<file path="src/rtl/wb_uart.sv">
// Wishbone-attached UART: 8N1 transmitter and receiver, each behind its own byte FIFO.
// Define WB_UART_LOOPBACK_EN to add the CONTROL.loop bit that feeds TX back into RX internally.
module wb_uart #(
    parameter int          FIFO_DEPTH = 8,
    parameter logic [15:0] DIV_RESET  = 16'd433
) (
    input  logic        i_clk,
    input  logic        i_rst_n,
    input  logic        i_wb_cyc,
    input  logic        i_wb_stb,
    input  logic        i_wb_we,
    input  logic [15:0] i_wb_adr,
    input  logic [15:0] i_wb_dat,
    output logic [15:0] o_wb_dat,
    output logic        o_wb_ack,
    input  logic        i_cs,
    input  logic        i_rxd,
    output logic        o_txd
);

    localparam int              AW       = (FIFO_DEPTH > 1) ? $clog2(FIFO_DEPTH) : 1;
    localparam logic [AW-1:0]   PTR_ONE  = AW'(1);
    localparam logic [AW:0]     CNT_ONE  = (AW+1)'(1);
    localparam logic [AW:0]     CNT_FULL = (AW+1)'(FIFO_DEPTH);

    typedef enum logic [1:0] {S_IDLE, S_START, S_DATA, S_STOP} state_t;

    logic        r_ack;
    logic [15:0] r_rdata;
    logic [15:0] r_divisor;
    logic        r_ovr;
    logic        r_ferr;
    logic [15:0] w_rdMux;
    logic [15:0] w_control;
    logic        w_req, w_rd, w_wr;
    logic [1:0]  w_adr;
    logic        w_unused;

    logic [7:0]  r_txMem [FIFO_DEPTH];
    logic [AW-1:0] r_txRd, r_txWr;
    logic [AW:0] r_txCount;
    logic        w_txFull, w_txEmpty, w_txPush, w_txPop, w_txIdle;

    logic [7:0]  r_rxMem [FIFO_DEPTH];
    logic [AW-1:0] r_rxRd, r_rxWr;
    logic [AW:0] r_rxCount;
    logic        w_rxFull, w_rxEmpty, w_rxPush, w_rxPop;

    state_t      r_txState, w_txNext;
    logic [15:0] r_txDiv, r_txCnt;
    logic [7:0]  r_txShift;
    logic [2:0]  r_txBit;
    logic        w_txBitEnd, w_txSerial;

    state_t      r_rxState, w_rxNext;
    logic [15:0] r_rxDiv, r_rxCnt;
    logic [15:0] w_rxHalf;
    logic [7:0]  r_rxShift;
    logic [2:0]  r_rxBit;
    logic        r_sync1, r_sync2, r_rxPrev;
    logic        w_rxSrc, w_rxIn, w_rxFall, w_divHalfZero, w_rxStopEnd;
    logic        w_ovrSet, w_ferrSet, w_stClr;

    assign w_unused = &{1'b0, i_wb_adr[15:2], i_wb_dat[15:8]};

    assign w_req = i_wb_cyc & i_wb_stb & i_cs & ~r_ack;
    assign w_rd  = w_req & ~i_wb_we;
    assign w_wr  = w_req & i_wb_we;
    assign w_adr = i_wb_adr[1:0];

    assign w_txFull  = (r_txCount == CNT_FULL);
    assign w_txEmpty = (r_txCount == '0);
    assign w_txPush  = w_wr & (w_adr == 2'd0) & ~w_txFull;
    assign w_txIdle  = (r_txState == S_IDLE) & w_txEmpty;

    assign w_rxFull  = (r_rxCount == CNT_FULL);
    assign w_rxEmpty = (r_rxCount == '0);
    assign w_rxPop   = w_rd & (w_adr == 2'd0) & ~w_rxEmpty;
    assign w_stClr   = w_rd & (w_adr == 2'd1);

`ifdef WB_UART_LOOPBACK_EN
    logic r_loop;

    always_ff @(posedge i_clk or negedge i_rst_n) begin
        if (!i_rst_n)
            r_loop <= 1'b0;
        else if (w_wr && (w_adr == 2'd3))
            r_loop <= i_wb_dat[0];
    end

    assign w_control = {15'd0, r_loop};
    assign w_rxSrc   = r_loop ? w_txSerial : i_rxd;
    assign o_txd     = r_loop | w_txSerial;
`else
    assign w_control = 16'h0000;
    assign w_rxSrc   = i_rxd;
    assign o_txd     = w_txSerial;
`endif

    always_comb begin
        w_rdMux = 16'h0000;
        case (w_adr)
            2'd0: w_rdMux = w_rxEmpty ? 16'h0000 : {8'h00, r_rxMem[r_rxRd]};
            2'd1: w_rdMux = {11'd0, r_ferr, r_ovr, w_txIdle, w_txFull, ~w_rxEmpty};
            2'd2: w_rdMux = r_divisor;
            default: w_rdMux = w_control;
        endcase
    end

    // Read data is only non-zero during the ack cycle, so it is cleared whenever no read is accepted.
    always_ff @(posedge i_clk or negedge i_rst_n) begin
        if (!i_rst_n) begin
            r_ack     <= 1'b0;
            r_rdata   <= 16'h0000;
            r_divisor <= DIV_RESET;
            r_ovr     <= 1'b0;
            r_ferr    <= 1'b0;
        end else begin
            r_ack   <= w_req;
            r_rdata <= w_rd ? w_rdMux : 16'h0000;
            if (w_wr && (w_adr == 2'd2))
                r_divisor <= i_wb_dat;
            r_ovr  <= w_ovrSet  | (r_ovr  & ~w_stClr);
            r_ferr <= w_ferrSet | (r_ferr & ~w_stClr);
        end
    end

    assign o_wb_ack = r_ack;
    assign o_wb_dat = r_rdata;

    always_ff @(posedge i_clk or negedge i_rst_n) begin
        if (!i_rst_n) begin
            r_txRd    <= '0;
            r_txWr    <= '0;
            r_txCount <= '0;
            r_rxRd    <= '0;
            r_rxWr    <= '0;
            r_rxCount <= '0;
        end else begin
            if (w_txPush) r_txWr <= r_txWr + PTR_ONE;
            if (w_txPop)  r_txRd <= r_txRd + PTR_ONE;
            case ({w_txPush, w_txPop})
                2'b10:   r_txCount <= r_txCount + CNT_ONE;
                2'b01:   r_txCount <= r_txCount - CNT_ONE;
                default: r_txCount <= r_txCount;
            endcase
            if (w_rxPush) r_rxWr <= r_rxWr + PTR_ONE;
            if (w_rxPop)  r_rxRd <= r_rxRd + PTR_ONE;
            case ({w_rxPush, w_rxPop})
                2'b10:   r_rxCount <= r_rxCount + CNT_ONE;
                2'b01:   r_rxCount <= r_rxCount - CNT_ONE;
                default: r_rxCount <= r_rxCount;
            endcase
        end
    end

    always_ff @(posedge i_clk) begin
        if (w_txPush) r_txMem[r_txWr] <= i_wb_dat[7:0];
        if (w_rxPush) r_rxMem[r_rxWr] <= r_rxShift;
    end

    assign w_txBitEnd = (r_txCnt == r_txDiv);

    always_ff @(posedge i_clk or negedge i_rst_n) begin
        if (!i_rst_n) r_txState <= S_IDLE;
        else          r_txState <= w_txNext;
    end

    always_comb begin
        w_txNext   = r_txState;
        w_txPop    = 1'b0;
        w_txSerial = 1'b1;
        case (r_txState)
            S_IDLE: begin
                if (!w_txEmpty) begin
                    w_txNext = S_START;
                    w_txPop  = 1'b1;
                end
            end
            S_START: begin
                w_txSerial = 1'b0;
                if (w_txBitEnd) w_txNext = S_DATA;
            end
            S_DATA: begin
                w_txSerial = r_txShift[0];
                if (w_txBitEnd && (r_txBit == 3'd7)) w_txNext = S_STOP;
            end
            S_STOP: begin
                if (w_txBitEnd) begin
                    if (!w_txEmpty) begin
                        w_txNext = S_START;
                        w_txPop  = 1'b1;
                    end else begin
                        w_txNext = S_IDLE;
                    end
                end
            end
            default: w_txNext = S_IDLE;
        endcase
    end

    // The divisor is captured with each byte so a bus write only affects later frames.
    always_ff @(posedge i_clk or negedge i_rst_n) begin
        if (!i_rst_n) begin
            r_txDiv   <= 16'd0;
            r_txCnt   <= 16'd0;
            r_txShift <= 8'd0;
            r_txBit   <= 3'd0;
        end else if (w_txPop) begin
            r_txShift <= r_txMem[r_txRd];
            r_txDiv   <= r_divisor;
            r_txCnt   <= 16'd0;
            r_txBit   <= 3'd0;
        end else if (r_txState != S_IDLE) begin
            if (w_txBitEnd) begin
                r_txCnt <= 16'd0;
                if (r_txState == S_DATA) begin
                    r_txShift <= {1'b0, r_txShift[7:1]};
                    r_txBit   <= r_txBit + 3'd1;
                end
            end else begin
                r_txCnt <= r_txCnt + 16'd1;
            end
        end
    end

    always_ff @(posedge i_clk or negedge i_rst_n) begin
        if (!i_rst_n) begin
            r_sync1  <= 1'b1;
            r_sync2  <= 1'b1;
            r_rxPrev <= 1'b1;
        end else begin
            r_sync1  <= w_rxSrc;
            r_sync2  <= r_sync1;
            r_rxPrev <= r_sync2;
        end
    end

    assign w_rxIn        = r_sync2;
    assign w_rxFall      = r_rxPrev & ~w_rxIn;
    assign w_rxHalf      = {1'b0, r_rxDiv[15:1]};
    assign w_divHalfZero = (r_divisor[15:1] == 15'd0);

    always_ff @(posedge i_clk or negedge i_rst_n) begin
        if (!i_rst_n) r_rxState <= S_IDLE;
        else          r_rxState <= w_rxNext;
    end

    // The edge-detect cycle is the first cycle of the start bit; a zero half-period samples it right there.
    always_comb begin
        w_rxNext    = r_rxState;
        w_rxStopEnd = 1'b0;
        case (r_rxState)
            S_IDLE: begin
                if (w_rxFall) w_rxNext = w_divHalfZero ? S_DATA : S_START;
            end
            S_START: begin
                if (r_rxCnt == w_rxHalf) w_rxNext = w_rxIn ? S_IDLE : S_DATA;
            end
            S_DATA: begin
                if ((r_rxCnt == r_rxDiv) && (r_rxBit == 3'd7)) w_rxNext = S_STOP;
            end
            S_STOP: begin
                if (r_rxCnt == r_rxDiv) begin
                    w_rxStopEnd = 1'b1;
                    w_rxNext    = S_IDLE;
                end
            end
            default: w_rxNext = S_IDLE;
        endcase
    end

    assign w_rxPush  = w_rxStopEnd & w_rxIn & (~w_rxFull | w_rxPop);
    assign w_ovrSet  = w_rxStopEnd & w_rxIn & w_rxFull & ~w_rxPop;
    assign w_ferrSet = w_rxStopEnd & ~w_rxIn;

    always_ff @(posedge i_clk or negedge i_rst_n) begin
        if (!i_rst_n) begin
            r_rxDiv   <= 16'd0;
            r_rxCnt   <= 16'd0;
            r_rxShift <= 8'd0;
            r_rxBit   <= 3'd0;
        end else begin
            case (r_rxState)
                S_IDLE: begin
                    r_rxDiv <= r_divisor;
                    r_rxCnt <= w_divHalfZero ? 16'd0 : 16'd1;
                    r_rxBit <= 3'd0;
                end
                S_START: begin
                    r_rxCnt <= (r_rxCnt == w_rxHalf) ? 16'd0 : r_rxCnt + 16'd1;
                end
                S_DATA: begin
                    if (r_rxCnt == r_rxDiv) begin
                        r_rxCnt   <= 16'd0;
                        r_rxShift <= {w_rxIn, r_rxShift[7:1]};
                        r_rxBit   <= r_rxBit + 3'd1;
                    end else begin
                        r_rxCnt <= r_rxCnt + 16'd1;
                    end
                end
                default: r_rxCnt <= r_rxCnt + 16'd1;
            endcase
        end
    end

endmodule

</file>
<file path="config.mk">
export PLATFORM = sky130hd
export DESIGN_NAME = wb_uart
export DESIGN_NICKNAME = d
export VERILOG_FILES = /design/src/rtl/wb_uart.sv
export SDC_FILE = /design/constraint.sdc
export NUM_CORES = 1
export LEC_CHECK = 0
export CORE_ASPECT_RATIO = 0.8
export CORE_UTILIZATION = 50
export DETAILED_ROUTE_END_ITERATION = 8
export MAX_ROUTING_LAYER = met4
export PLACE_DENSITY = 0.67
export RECOVER_POWER = 100
export SYNTH_ARGS = -nofsm -noshare
export SYNTH_HDL_FRONTEND = slang
export SYNTH_SLANG_ARGS = --single-unit
</file>
<file path="constraint.sdc">
create_clock -name i_clk -period 8.65 [get_ports i_clk]
set_clock_uncertainty 0.05 [all_clocks]
set_input_delay 2.595 -clock i_clk [delete_from_list [all_inputs] [get_ports i_clk]]
set_output_delay 2.595 -clock i_clk [all_outputs]
set_load 0.02 [all_outputs]
</file>
== Yosys cells after proc, flatten, opt, wreduce, memory -nomap -nowiden ==
Memory sizes are Yosys's and may differ from the RTL's.
Index checks and enable logic that the tools add are counted.

* Bits in registers: 148
* RAM bits: 128
* Logic and storage cells: 162
* Memories kept: 2

* Add/sub/neg operators: 12
* Equal/unequal tests: 28
* Multiplexer cells: 45
* Bitwise gates (word level): 30
* Reduce and logical (&&, ||, !) cells: 21

{| class="wikitable"
|+ Memories
! name !! depth !! width !! rd ports !! clocked after memory_dff !! wr ports !! line !! text
|-
| r_rxMem || 8 || 8 || 1 || 0 || 1 || 44 || <nowiki>logic [7:0] r_rxMem [FIFO_DEPTH];</nowiki>
|-
| r_txMem || 8 || 8 || 1 || 0 || 1 || 39 || <nowiki>logic [7:0] r_txMem [FIFO_DEPTH];</nowiki>
|}

{| class="wikitable"
|+ Operators with widths
! kind !! number
|-
| 2-to-1 mux 16 bit || 6
|-
| case mux 16 bit (3 select lines) || 2
|-
| 2-to-1 mux 8 bit || 5
|-
| adder 16 x 1 -> 16 bit (second input constant) || 2
|-
| equality test 16 bit || 2
|-
| 2-to-1 mux 2 bit || 10
|-
| bitwise AND 1 bit || 19
|-
| adder 3 x 1 -> 3 bit (second input constant) || 6
|-
| != test 2 bit (second input constant) || 9
|-
| equality test 16 x 15 -> 1 bit || 1
|-
| case mux 2 bit (4 select lines) || 2
|-
| case mux 4 bit (2 select lines) || 2
|-
| logical NOT 15 bit || 1
|-
| 2-to-1 mux 3 bit || 5
|-
| equality test 2 bit (second input constant) || 7
|-
| nonzero test 2 bit || 7
|-
| equality test 2 x 1 -> 1 bit (second input constant) || 5
|-
| 2-to-1 mux 1 bit || 10
|-
| adder 4 x 1 -> 4 bit (second input constant) || 2
|-
| equality test 4 bit (second input constant) || 2
|-
| logical NOT 4 bit || 2
|-
| inverter 1 bit || 8
|-
| AND reduction 4 bit || 2
|-
| subtractor 4 x 1 -> 4 bit (second input constant) || 2
|-
| 8 further kinds || 17
|}

== Depth between registers and ports, before layout ==
* Depth in word-level cells: 10
* Gate-level depth with buffers: 14
* Mapped depth without buffers: 13

== Least setup slack after synthesis ==
OpenSTA, ideal clock, no wires.

* Kind: input -> register
* Start: input i_wb_stb
* End: memory r_rxMem[4][0], enable pin
* Data arrival time: 4471 ps
* Data required time: 8217 ps
* Slack: 3745 ps
* Stages: 7
* Buffers on the path: 1
* Path through: and4b_1 buf_2 nand2b_1 o311a_1 or3_1 or2_1 nor3_1

* Cells in the longest elaborated chain, start to end: 10

{| class="wikitable"
|+ Ends and longest elaborated chain
! element !! line !! text
|-
| from (decl) || 10 || <nowiki>input logic i_wb_stb,</nowiki>
|-
| bitwise AND 1 bit (3 in a row) || 66 || <nowiki>assign w_req = i_wb_cyc & i_wb_stb & i_cs & ~r_ack;</nowiki>
|-
| net w_req || 35 || <nowiki>logic w_req, w_rd, w_wr;</nowiki>
|-
| bitwise AND 1 bit || 67 || <nowiki>assign w_rd = w_req & ~i_wb_we;</nowiki>
|-
| bitwise AND 1 bit (2 in a row) || 78 || <nowiki>assign w_rxPop = w_rd & (w_adr == 2'd0) & ~w_rxEmpty;</nowiki>
|-
| bitwise OR 1 bit || 273 || <nowiki>assign w_rxPush = w_rxStopEnd & w_rxIn & (~w_rxFull | w_rxPop);</nowiki>
|-
| bitwise AND 1 bit || 273 ||
|-
| 2-to-1 mux 1 bit || 159 || <nowiki>if (w_rxPush) r_rxMem[r_rxWr] <= r_rxShift;</nowiki>
|-
| 2-to-1 mux 1 bit (implied by the code) || 159 ||
|-
| to (decl) || 44 ||
|}

The timed path passes the listed nets, and every way through them passes these cells.

==> reports/qor.yml <==
run_status:
  outcome: "finished, violations left"
  failed_checks: "max-capacitance violations, max-slew violations"
floorplan:
  die_w_microns: 176.7
  fp.dieH_microns: 141.8
  die-area_sq_mm: 0.02505
  core_area_sq_mm: 0.02365
  start_util_pct: 51.62
  io_pins: 57
  placementRows: 50
yosys:
  synth_area_leader_cell: "edfxtp_1"
  synth_area_leaders: "edfxtp_1 31%, dfrtp_1 29%, mux2_2 5.1%"
  synth-async-reset-ratio_pct: 53.62
  synthFlopType: "dfrtp_1"
  yosys_warnings: 0
  ys_seq_elements: 276
  syn-num-nets: 963
  syn_inst: 903
  synth_edf_count: 128
  ys_seq_area_share_pct: 61.91
  synth_area_sq_mm: 0.01221
  synth_top_area_share_pct: 31.49
  avgSynthCellArea_sq_um: 13.52
  yosys.cell_types.count: 56
timing:
  rsz0062_at_grt: "false"
  finalWorstPathRequiredPeriod_ns: 6.058
  finalSetupViolCount: 0
  slew_headroom_pct: -160.8
  clock.fmax_mhz: 165.1
  setup_slack_ns: 2.592
  hold_ws_ns: 0.3172
  hold_viol_final: 0
  fin_setup_tns_ns: 0
  post-route-period-util_pct: 70.03
  slew_viol_final: 75
  tightest_slew_ns: 3.911
setup_path:
  critical_path.top_delay_family: "buffers and inverters"
  reg2reg_from: "r_txCnt[8]"
  cp_max_fo: 75
  worstSetupEndpointType: "async pin"
  crit_slowest_cell: "clkbuf_1"
  path_buf_inv: 2
  critical_path_class: "in -> async"
  crit_chain: "clkbuf_1 -> buf_4"
  start_kind: "input port"
  timing.rr.end: "r_txCount[2]"
  required_ns: 9.11
  cp_data_arrival_time_ns: 6.52
  r2r_slack_ns: 4.74
  reg2reg_depth: 13
  slowest_delay_ns: 2.69
pwr:
  intPower_w: 0.002814
  total_leakage_power_nw: 5.613
  seq_power_share_pct: 44.6
  p_per_area_mw_per_mm2: 295.9
  swShare_pct: 31.06
  p_switching_w: 0.001268
  pwr-share-clk_pct: 30.2
  power.share.combinational_pct: 25.2
  ir_drop_v: 0.0001749
clock_tree:
  postCtsSetupBuffers: 0
  clock_path_buffers: 3
  holdBufCountCts: 0
  cts_resized: 0
  cts.htree.levels: 1
  clk_pin_slew_ns: 0.06
  clkLatencyLatePin_ns: 0.52
  cts_root_buf: "clkbuf_16"
  clock-sinks: 276
  cts_buffers: 27
  cts_tree: "built"
layout:
  drive_above_1_share_pct: 13.80
  nets: 1004
  layout_commonest_cell: "dfrtp_1"
  fin_cells: 1276
  final.fill_count: 1903
  diodes: 0
  final_cell_mix: "140 x dfrtp_1, 128 x edfxtp_1, 81 x nor2_1, 69 x xor2_1, 53 x mux2_2"
  area_growth_pct: 13.01
  final_cell_area_sq_mm: 0.01379
  multi_input_area_sq_mm: 0.004362
  register_area_sq_mm: 0.007557
grt:
  grt_pass1_vias: 6832
  use_met1_pct: 30.11
  grt_max_degree: 76
  top_usage_layer: "met1"
  grtUsageMet3_pct: 2.304
  met2_usage_pct: 29.60
  grt_pass1_wl_microns: 37930
  track_usage_pct: 20.14
  antenna_found_initial: 0
  grt-ovfl-total: 0
placement:
  placedCellCount: 1227
  dpl.hpwl_microns: 15640
  gp_congestion: 0.8054
  placed_cell_area_sq_mm: 0.01292
  io_buffers: 42
  pre_cts_slack_ns: 2.871
drt:
  viasPerCell: 5.488
  wl_per_cell_microns: 18.41
  postRouteAntennaNets: 0
  firstDrtPassIters: 5
  drtIter0Drc: 408
  vias: 7003
  drc_errors: 0
  wl_microns: 23490
worst_hold_path:
  min_path_type: "reg -> reg"
  hp-start: "r_sync1"
  whs_path_depth: 0
  min_to: "r_sync2"
flow_run:
  max-cap-violations: 1
==> synthesized netlist by cell type, drive strengths merged, types with 2 or more instances <==
cell	n
o22ai	3
or2	3
a21oi	26
o22a	4
o31ai	2
mux4	18
nor2	82
nand2b	9
mux2i	40
dfstp	8
and4	3
nand3	17
xnor2	18
a22o	5
dfrtp	140
nand3b	2
nor3	22
nor4	19
ha	20
a211oi	4
mux2	63
inv	17
xor2	69
nand2	44
and2	11
a21o	4
clkbuf	20
and3	3
buf	21
a22oi	14
a31oi	16
or3	3
nor3b	3
o21ai	17
or3b	2
nor2b	8
edfxtp	128
nand4	10
==> registers in the layout (all words and copies together), names as in the netlist, 2 cells and up <==
name and cells:
r_rxShift 8, r_rxState 2, r_txCount 4, r_txBit 3, r_rxWr 3, r_rxRd 3, r_txState 2, r_rxBit 3
r_txDiv 16, r_txCnt 16, o_wb_dat 16, r_txRd 3, r_rxDiv 16, r_rxCnt 16, r_txWr 3, r_txMem 64
r_rxMem 64, r_divisor 16, r_rxCount 4, r_txShift 8
==> through the flow <==
step           utilization [%]  power [W]
6_report                 58.33   0.004082
3_5_place_dp             54.62   0.002889
2_1_floorplan                -   0.002612
5_1_grt                  58.33   0.004317
4_1_cts                  58.66   0.004133
3_3_place_gp             54.62   0.002864
==> cells by family (layout without fill, tap and decap cells) <==
| logic type | Yosys count | in the layout | share of synthesized area, % |
|---|---|---|---|
| AOI/OAI and AO/OA | 97 | 97 | 5.063 |
| and+or+nand+nor | 243 | 243 | 9.902 |
| muxes | 121 | 121 | 12.63 |
| xor gates and xnor gates | 87 | 87 | 6.242 |
| buffers and inverters | 58 | 119 | 2.040 |
| DFF | 276 | 276 | 61.91 |
| adders and majority gates | 21 | 21 | 2.214 |
==> layout make-up <==
cell class,count,share of cell area (%)
flip-flops and latches,276,54.78
clock inverters,12,1.070
well taps,312,2.830
clock buffers,37,5.850
repair buffers,53,3.383
multi-input cells,569,31.62
inverters,17,0.4626
==> how the worst max path moves through the flow <==
| stage | start | cells after the start | end | slack (ns) |
|---|---|---|---|---|
| after floorplan | i_wb_stb | 7 | r_rxMem[4][0] | 3.75 |
| after global routing | i_rst_n | 2 | r_rxCnt[11] | 1.72 |
| final | i_rst_n | 2 | r_rxCnt[11] | 2.59 |
| after detailed placement | i_wb_stb | 7 | r_rxMem[7][5] | 2.87 |
| after CTS | i_wb_cyc | 7 | r_rxMem[6][3] | 3.39 |
| after global placement | i_wb_stb | 7 | r_rxMem[5][5] | 2.89 |
==> per-layer routing <==
layer  up-vias  routed length (microns)
li1       3362                        -
met4         0                      513
met5         -                        0
met3        33                      637
met2        99                    10660
met1      3509                    11680
==> power groups by stage <==
| stage | Sequential, W | Clock [W] | Combinational [W] |
|---|---|---|---|
| 2_1_floorplan | 0.00173 | 0 | 0.000878 |
| 3_3_place_gp | 0.00184 | 0 | 0.00103 |
| 3_5_place_dp | 0.00184 | 0 | 0.00105 |
| 4_1_cts | 0.00182 | 0.00126 | 0.00105 |
| 5_1_grt | 0.00185 | 0.00131 | 0.00115 |
| 6_report | 0.00182 | 0.00123 | 0.00103 |
Power figures use the tool's default switching activity.
==> patch (same settings) <==
Set the parameter `FIFO_DEPTH` to 16 (it was 8).
--- a/src/rtl/wb_uart.sv
+++ b/src/rtl/wb_uart.sv
@@ -1,7 +1,7 @@
 // Wishbone-attached UART: 8N1 transmitter and receiver, each behind its own byte FIFO.
 // Define WB_UART_LOOPBACK_EN to add the CONTROL.loop bit that feeds TX back into RX internally.
 module wb_uart #(
-    parameter int          FIFO_DEPTH = 8,
+    parameter int          FIFO_DEPTH = 16,
     parameter logic [15:0] DIV_RESET  = 16'd433
 ) (
     input  logic        i_clk,
Formal check against the unedited RTL: same outputs for any inputs over 4 cycles, from zero or initial values and one cycle with i_rst_n low; that may be too few to reach the edited logic, so the function may still have changed.
==> patch against the original RTL <==
Power rose by 41%; largest power group unchanged; wire length up 50%; critical endpoint is now r_rxCount[4]; area after synthesis up 43%; the run still ends with capacitance limit, slew limit left; sequential cell count rose by 134; design area up 42%; sequential share of layout area rose by 4.3 points; largest cell class unchanged; utilization shrank 0.81 points; sequential power rose by 44%; setup slack lost 0.76 ns; synthesized cell count up 17%.
==> patch: results (changes against the original RTL) <==
timing:
  slew_headroom_pct: -149.2  # was -160.8%
  final-max-slew-violation-count: 125  # was 75
global_route:
  antenna_found_initial: 1  # was 0
  grt_max_degree: 85  # was 76
  grt_pass1_wl_um: 54720  # was 37930 um
  grtUsageTotal_pct: 21.18  # was 20.14%
  grt_pass1_vias: 9012  # was 6832
cells_and_area:
  fill_cells: 2620  # was 1903
  drive_above_1_share_pct: 19.96  # was 13.80%
  top_regs: "r_rxMem (128), r_txMem (128)"  # was r_rxMem (64), r_txMem (64)
synth:
  syn_nets: 1123  # was 963
  async_flop_share_pct: 37.56  # was 53.62%
  synth_flop_cell: "edfxtp_1"  # was dfrtp_1
  synth_edf_count: 256  # was 128
  ys_types: 63  # was 56
  ys_seq_area_share_pct: 66.09  # was 61.91%
  synth-seq-cells: 410  # was 276
  synth_common_cells: "edfxtp_1, dfrtp_1, mux4_2"  # was dfrtp_1, edfxtp_1, nor2_1
outcome:
  status: "finished with violations"  # unchanged
  violations: "capacitance limit, slew limit"  # unchanged
route:
  wl_met1_um: 17130  # was 11680 um
  wl_per_cell_um: 21.96  # was 18.41 um
  first_pass_iters: 4  # was 5
  viasPerCell: 5.646  # was 5.488
  drt_iter0_drc: 698  # was 408
  route.met2.wl_um: 15200  # was 10660 um
  met3_length_um: 2193  # was 637 um
placement:
  gp_congestion: 0.8144  # was 0.8054
  post_dp_cell_area_sq_um: 18370  # was 12920 sq um
  dp_hpwl_um: 23510  # was 15640 um
cts:
  h-tree-depth: 2  # was 1
  clock_latency_ns: 0.54  # was 0.52 ns
  clk_pin_slew_worst_paths_ns: 0.06  # about the same
  numCtsBuffers: 41  # was 27
job:
  max_cap_violations: 4  # was 1
critical_path:
  path_delay_family: "compound AO/OA/AOI/OAI gates"  # was buffers and inverters
  startpoint: "i_wb_adr[1]"  # was i_rst_n
  r2r-start: "r_txCnt[0]"  # was r_txCnt[8]
  cp.arrival_ns: 7.22  # was 6.52 ns
  cpMaxStageDelayCell: "nor3b_1"  # was clkbuf_1
  cp_max_fo: 12  # was 75
  slowest_delay_ns: 1.35  # was 2.69 ns
power:
  ir_worst_vdd_mv: 0.2069  # was 0.1749 mV
  switchingPower_mw: 1.684  # was 1.268 mW
## patch: changes by cell type in the layout (fill, tap and decap cells not counted), sizes merged, moves of 10 or more
cell	delta
edfxtp	+128
mux4	+59
mux2i	-33
xnor2	+24
clkbuf	+22
a31oi	-15
mux2	+14
nor2	-13
xor2	-13
nor3	-11
a21oi	-10
nand2	-10
## patch: cells by family (layout without fill, tap and decap cells)
kind of cell / count (synthesis) / in the layout / synth area share, %
fa+ha+maj: 29 / 29 / 2.119
simple gates: 218 / 218 / 6.808
flops: 410 / 410 / 66.09
compound gates: 70 / 70 / 2.835
other cells: 0 / 1 / 0
xor+xnor: 98 / 98 / 4.911
mux: 161 / 161 / 15.43
buf+inv: 69 / 151 / 1.804
## patch: cell type report
class / count / area (sq um) / area share (%)
Antenna cell: 1 / 2.502 / 0.01279
Tap cell: 465 / 581.8 / 2.974
Timing Repair Buffer: 58 / 500.5 / 2.558
Multi-Input combinational cell: 576 / 5514 / 28.19
Inverter: 18 / 67.56 / 0.3454
Clock inverter: 18 / 226.5 / 1.158
Sequential cell: 410 / 11550 / 59.06
Clock buffer: 57 / 1116 / 5.705
## patch: path summary, 6_finish.rpt
path                                  to  slack [ns]  depth (start not counted)
max                         r_rxCount[4]        1.83                         11
min reg2reg                      r_sync2        0.31                          0
min in group asynchronous      r_rxRd[3]        2.07                          1
max reg2reg                 r_txCount[4]        3.82                         12
max in group asynchronous  r_divisor[14]        2.48                          2
min                              r_sync2        0.31                          0
## patch: worst reg2reg max path, stage by stage (launching register included)
cell	delay, ns
dfrtp_1	0.45
xnor2_1	0.22
nand4_1	0.15
nor4_1	1.02
a21oi_1	0.30
nor2_2	0.18
clkbuf_1	1.32
ha_1	0.42
a21oi_1	0.07
o21bai_1	0.18
xnor2_1	0.14
nor2_1	0.07
xnor2_1	0.13
## patch: power groups by stage
stage | Sequential, mW | Clock (mW) | Combinational (mW)
3_3_place_gp | 2.65 | 0 | 1.35
2_1_floorplan | 2.49 | 0 | 1.14
6_report | 2.62 | 1.79 | 1.35
5_1_grt | 2.65 | 1.90 | 1.48
3_5_place_dp | 2.66 | 0 | 1.37
4_1_cts | 2.62 | 1.82 | 1.38
## patch: layer usage
metal / GRT usage, % / vias up
met3: 4.867 / 51
met2: 28.72 / 209
met4: 5.009 / 0
met1: 32.32 / 4678
li1: - / 4112
met5: - / -
## patch: through the flow
stage / setup slack [ns] / std cells
6_report: 1.832 / 1603
5_1_grt: 1.357 / 1603
4_1_cts: 2.799 / 1602
3_5_place_dp: 2.252 / 1527
3_3_place_gp: 2.350 / 1527
2_1_floorplan: 3.454 / 1055
